===== config.mk =====
export PLATFORM = sky130hd
export DESIGN_NAME = led_status_indicator_flat
export DESIGN_NICKNAME = d
export VERILOG_FILES = /design/src/rtl/led_status_indicator_if.sv /design/src/rtl/led_status_indicator.sv /design/src/flat_wrapper.sv
export SDC_FILE = /design/constraint.sdc
export NUM_CORES = 1
export LEC_CHECK = 0
export CAP_MARGIN = 40
export CORE_MARGIN = 2
export CORE_UTILIZATION = 50
export CTS_CLUSTER_SIZE = 40
export DETAILED_ROUTE_END_ITERATION = 10
export HOLD_SLACK_MARGIN = 0.12
export MAX_ROUTING_LAYER = met4
export PLACE_DENSITY = 0.74
export SETUP_SLACK_MARGIN = 0.4
export SYNTH_ARGS = -nofsm -noshare
export SYNTH_HDL_FRONTEND = slang
export SYNTH_SLANG_ARGS = --single-unit

===== constraint.sdc =====
create_clock -name clk -period 2.65 [get_ports clk]
set_input_delay 0.795 -clock clk [delete_from_list [all_inputs] [get_ports clk]]
set_output_delay 0.795 -clock clk [all_outputs]
set_load 0.02 [all_outputs]

===== src/rtl/led_status_indicator_if.sv =====
// Control/status bundle for led_status_indicator: per-channel mode, blink rate,
// activity strobes and the registered LED drive.
interface led_status_indicator_if #(
    parameter int unsigned NUM_CH = 4
);
    logic [2*NUM_CH-1:0] mode;
    logic [2*NUM_CH-1:0] rate_sel;
    logic [NUM_CH-1:0]   evt;
    logic [NUM_CH-1:0]   led;

    modport master (
        output mode,
        output rate_sel,
        output evt,
        input  led
    );

    modport slave (
        input  mode,
        input  rate_sel,
        input  evt,
        output led
    );
endinterface


===== src/rtl/led_status_indicator.sv =====
// Multi-channel LED status driver: OFF / ON / BLINK (4 rates) / ACTIVITY per channel.
// All channels share one free-running divider so same-rate blinkers stay in phase.
// Optional build macro CLK_IND_ACTIVE_LOW_EN inverts the LED drive and its reset value.
module led_status_indicator #(
    parameter int unsigned NUM_CH        = 4,
    parameter int unsigned DIVISOR_WIDTH = 24,
    parameter int unsigned TICK_BITS     = 20,
    parameter int unsigned STRETCH_TICKS = 3
) (
    input logic                   clk,
    input logic                   reset,
    led_status_indicator_if.slave bus
);
    localparam int unsigned SC_W = $clog2(STRETCH_TICKS + 1);
    localparam logic [SC_W-1:0] SC_RELOAD = SC_W'(STRETCH_TICKS);

    localparam logic [1:0] MODE_OFF   = 2'd0;
    localparam logic [1:0] MODE_ON    = 2'd1;
    localparam logic [1:0] MODE_BLINK = 2'd2;
    localparam logic [1:0] MODE_ACT   = 2'd3;

`ifdef CLK_IND_ACTIVE_LOW_EN
    localparam logic [NUM_CH-1:0] LED_INV = '1;
`else
    localparam logic [NUM_CH-1:0] LED_INV = '0;
`endif

    logic [DIVISOR_WIDTH-1:0] div_cnt;
    logic                     tick;
    logic [3:0]               blink_taps;
    logic [SC_W-1:0]          sc [NUM_CH];
    logic [NUM_CH-1:0]        v;
    logic [NUM_CH-1:0]        led_q;

    // Tick fires once per 2^TICK_BITS cycles, including at divider wrap.
    assign tick = &div_cnt[TICK_BITS-1:0];

    // Top four divider bits; rate r selects bit DIVISOR_WIDTH-1-r, i.e. tap index 3-r.
    assign blink_taps = div_cnt[DIVISOR_WIDTH-1 -: 4];

    // Free-running shared divider, wraps naturally.
    always_ff @(posedge clk or posedge reset) begin
        if (reset) begin
            div_cnt <= '0;
        end else begin
            div_cnt <= div_cnt + 1'b1;
        end
    end

    // Per-channel stretch counters: event reload beats a tick decrement.
    always_ff @(posedge clk or posedge reset) begin
        if (reset) begin
            for (int i = 0; i < NUM_CH; i++) begin
                sc[i] <= '0;
            end
        end else begin
            for (int i = 0; i < NUM_CH; i++) begin
                if (bus.evt[i]) begin
                    sc[i] <= SC_RELOAD;
                end else if (tick && (sc[i] != '0)) begin
                    sc[i] <= sc[i] - 1'b1;
                end
            end
        end
    end

    // Display value from current registered state and current mode/rate.
    always_comb begin
        v = '0;
        for (int i = 0; i < NUM_CH; i++) begin
            case (bus.mode[2*i +: 2])
                MODE_OFF:   v[i] = 1'b0;
                MODE_ON:    v[i] = 1'b1;
                MODE_BLINK: v[i] = blink_taps[~bus.rate_sel[2*i +: 2]];
                MODE_ACT:   v[i] = (sc[i] != '0);
                default:    v[i] = 1'b0;
            endcase
        end
    end

    // Registered LED drive, polarity fixed at build time.
    always_ff @(posedge clk or posedge reset) begin
        if (reset) begin
            led_q <= LED_INV;
        end else begin
            led_q <= v ^ LED_INV;
        end
    end

    assign bus.led = led_q;
endmodule


===== src/flat_wrapper.sv =====
// flat-port wrapper written by rule: the top's interface ports become plain ports
module led_status_indicator_flat 
#(
    parameter int unsigned NUM_CH        = 4,
    parameter int unsigned DIVISOR_WIDTH = 24,
    parameter int unsigned TICK_BITS     = 20,
    parameter int unsigned STRETCH_TICKS = 3
)
  (clk, reset, bus_mode, bus_rate_sel, bus_evt, bus_led);
  led_status_indicator_if #(.NUM_CH(NUM_CH)) bus_i ();
  input logic clk;
  input logic reset;
  input wire logic [$bits(bus_i.mode)-1:0] bus_mode;
  input wire logic [$bits(bus_i.rate_sel)-1:0] bus_rate_sel;
  input wire logic [$bits(bus_i.evt)-1:0] bus_evt;
  output wire logic [$bits(bus_i.led)-1:0] bus_led;
  assign bus_i.mode = bus_mode;
  assign bus_i.rate_sel = bus_rate_sel;
  assign bus_i.evt = bus_evt;
  assign bus_led = bus_i.led;
  led_status_indicator #(.NUM_CH(NUM_CH), .DIVISOR_WIDTH(DIVISOR_WIDTH), .TICK_BITS(TICK_BITS), .STRETCH_TICKS(STRETCH_TICKS)) u_core (.clk(clk), .reset(reset), .bus(bus_i));
endmodule

==> out/results.txt <==
Status = complete, no violations
Die Y = 63.7 um
First-pass GRT wire length = 6330 um
Synthesis Warnings = 0
Placer Congestion = 0.767
Final hold violations = 0
Ant. Diodes = 0
CTS tree = done
Share of cells above drive strength 1 = 11.3%
Max Freq = 481 MHz
Synth cell types = 28
Avg Cell Area, Syn = 11.5 um2
Hpwl dp = 2660 um
DR iter-0 viols = 61
DR vias/cell = 5.77
RSZ-0062 raised after global routing = no
CP Capture Type = primary output
Combinational share of power = 6.8%
Max-cap violations = 0
Number of H-tree levels = 2
Slowest-stage cell, CP = clkdlybuf4s50_1
Register area share after synthesis = 50.5%
Antenna violations before repair = 0
Int Pwr = 741 uW
Root buf cell = clkbuf_4
DRC errors left = 0
Drt first pass iters = 4
Worst-Skew Late Latency = 0.34 ns
Slew HR = 62.5%
Fin nets = 213
Pleak = 0.959 nW
Commonest non-fill, non-tap cell in the layout = dfrtp_1
Most frequent cells in the layout = dfrtp_1 (36), clkdlybuf4s50_1 (25), xnor2_1 (16)
GRT overflow = 0
Die span in x = 63.7 um
Fin crit share = 78.5%
Rows = 21
Clk network pwr share = 34.3%
Worst Path Buf+Inv = 1
Clock transition at path regs = 0.10 ns
Max Root-Sink Buffers = 2
Least-Margin Pin Slew = 0.558 ns
Flop pwr share = 58.9%
Initial core utilization = 52.6%
DRT Wirelength = 3490 um
Pin count of the biggest net entering global routing = 37
Cells after Synth = 155
NetSw = 198 uW
CTS buffer count = 5
PwrDens = 437 nW/um2
Worst-path fanout max = 1
Crit-path max cell delay = 0.59 ns
Critical path's top delay family = buffers and inverters
Vias in the first global route = 1424
Period minus WS final = 2.08 ns
CP required = 1.86 ns
Design area = 2150 um2
Final antenna-violating net count = 0
Sw Ratio = 21.1%
All-layer global routing usage = 20.8%
Worst hold path class = reg -> reg
Startpoint Class = flip-flop
Core ar. = 3390 um2
Worst Setup Path Type = reg -> out
Syn Std Cell Area = 1780 um2
Postcts setup bufs = 0
CTS sink cnt = 36
Fin Setup TNS = 0 ns
Placed inst area = 2080 um2
Pins Over Slew Limit = 0
Via count = 1338
Final setup fails = 0
Syn_nets = 182
# hold bufs at CTS = 0
I/O pin count = 26
Die ar. = 4060 um2
Post-DR wirelength/cell = 15.1 um
CP Cell Sequence = clkdlybuf4s50_1
VDD IR max = 0.000245 V
Post-cts resize count = 0
I/O Buffers = 25
Flop2flop setup slack = 0.76 ns
Area Overhead vs Synth = 20.3%
#FFs+latches synth = 36
Critical Path AT = 1.28 ns
Clock skew = 0.00542 ns
-- synth_stat cells, drive strengths merged --
cell type	instances	area, um2
nor4	6	50.0
nor3	3	15.0
o31a	3	26.3
nor2	6	22.5
xnor2	16	140
nand2	9	33.8
a21oi	4	20.0
mux4	4	90.1
dfrtp	36	901
or3	4	25.0
and4	8	73.8
inv	11	41.3
nand3	7	40.0
o21bai	1	7.51
xor2	6	52.6
buf	2	18.8
nand4	8	65.1
ha	5	62.6
o21ai	3	15.0
and3	3	20.0
and2	1	7.51
a31oi	9	56.3
-- registers in the layout (all words and copies together) (netlist names) --
name / flops
u_core.bus.led: 4
u_core.sc: 8
u_core.div_cnt: 24
-- path summary, 6_finish.rpt --
kind,endpoint,startpoint,depth (start not counted)
setup / recovery,bus_led[3],u_core.bus.led[3],1
hold / removal,u_core.div_cnt[17],u_core.div_cnt[17],1
setup reg to reg,u_core.sc[2],u_core.div_cnt[0],5
hold reg to reg,u_core.div_cnt[17],u_core.div_cnt[17],1
max in group asynchronous,u_core.div_cnt[9],reset,3
min in group asynchronous,u_core.sc[5],reset,3
-- logic make-up (layout without fill, tap and decap cells) --
logic type	after synthesis	after routing	share of synthesized area, %
AOI/OAI and AO/OA	20	20	7.01
xor gates and xnor gates	22	22	10.8
adders and majority gates	5	5	3.51
buffers and inverters	13	44	3.37
DFF	36	36	50.5
muxes	4	4	5.05
and+or+nand+nor	55	55	19.8
-- power by group through the flow --
| stage | combinational [mW] | clock (mW) | sequential (mW) |
|---|---|---|---|
| finish | 0.0639 | 0.322 | 0.553 |
| global route | 0.0701 | 0.361 | 0.553 |
| CTS | 0.0653 | 0.333 | 0.553 |
| detailed placement | 0.0648 | 0 | 0.564 |
| global placement | 0.0634 | 0 | 0.564 |
| floorplan | 0.0149 | 0 | 0.568 |
-- layout make-up --
type                            instances  area, um2
Fill cell                             265       1240
Sequential cell                        36        901
Multi-Input combinational cell        106        823
Timing Repair Buffer                   26        258
Clock buffer                            7       65.1
Tap cell                               46       57.6
Inverter                               11       41.3
-- per-layer routing --
layer  routed length [um]  share of wire [%]  track usage, %
met1                 1500                 43            24.6
met2                 1750                 50            33.4
met3                  182                5.2            5.99
met4                   59                1.7            8.42
met5                    0                  0               -
-- through the flow --
stage / power, mW / util (%) / instances / setup slack, ns / hold slack [ns]
2_1_floorplan: 0.583 / - / 155 / 0.976 / 0.437
3_3_place_gp: 0.627 / 61.4 / 225 / 0.522 / 0.454
3_5_place_dp: 0.628 / 61.4 / 225 / 0.477 / 0.460
4_1_cts: 0.951 / 63.3 / 232 / 0.565 / 0.479
5_1_grt: 0.984 / 63.3 / 232 / 0.536 / 0.496
6_report: 0.939 / 63.3 / 232 / 0.571 / 0.483
No activity file was read; power rests on OpenSTA's default activity.
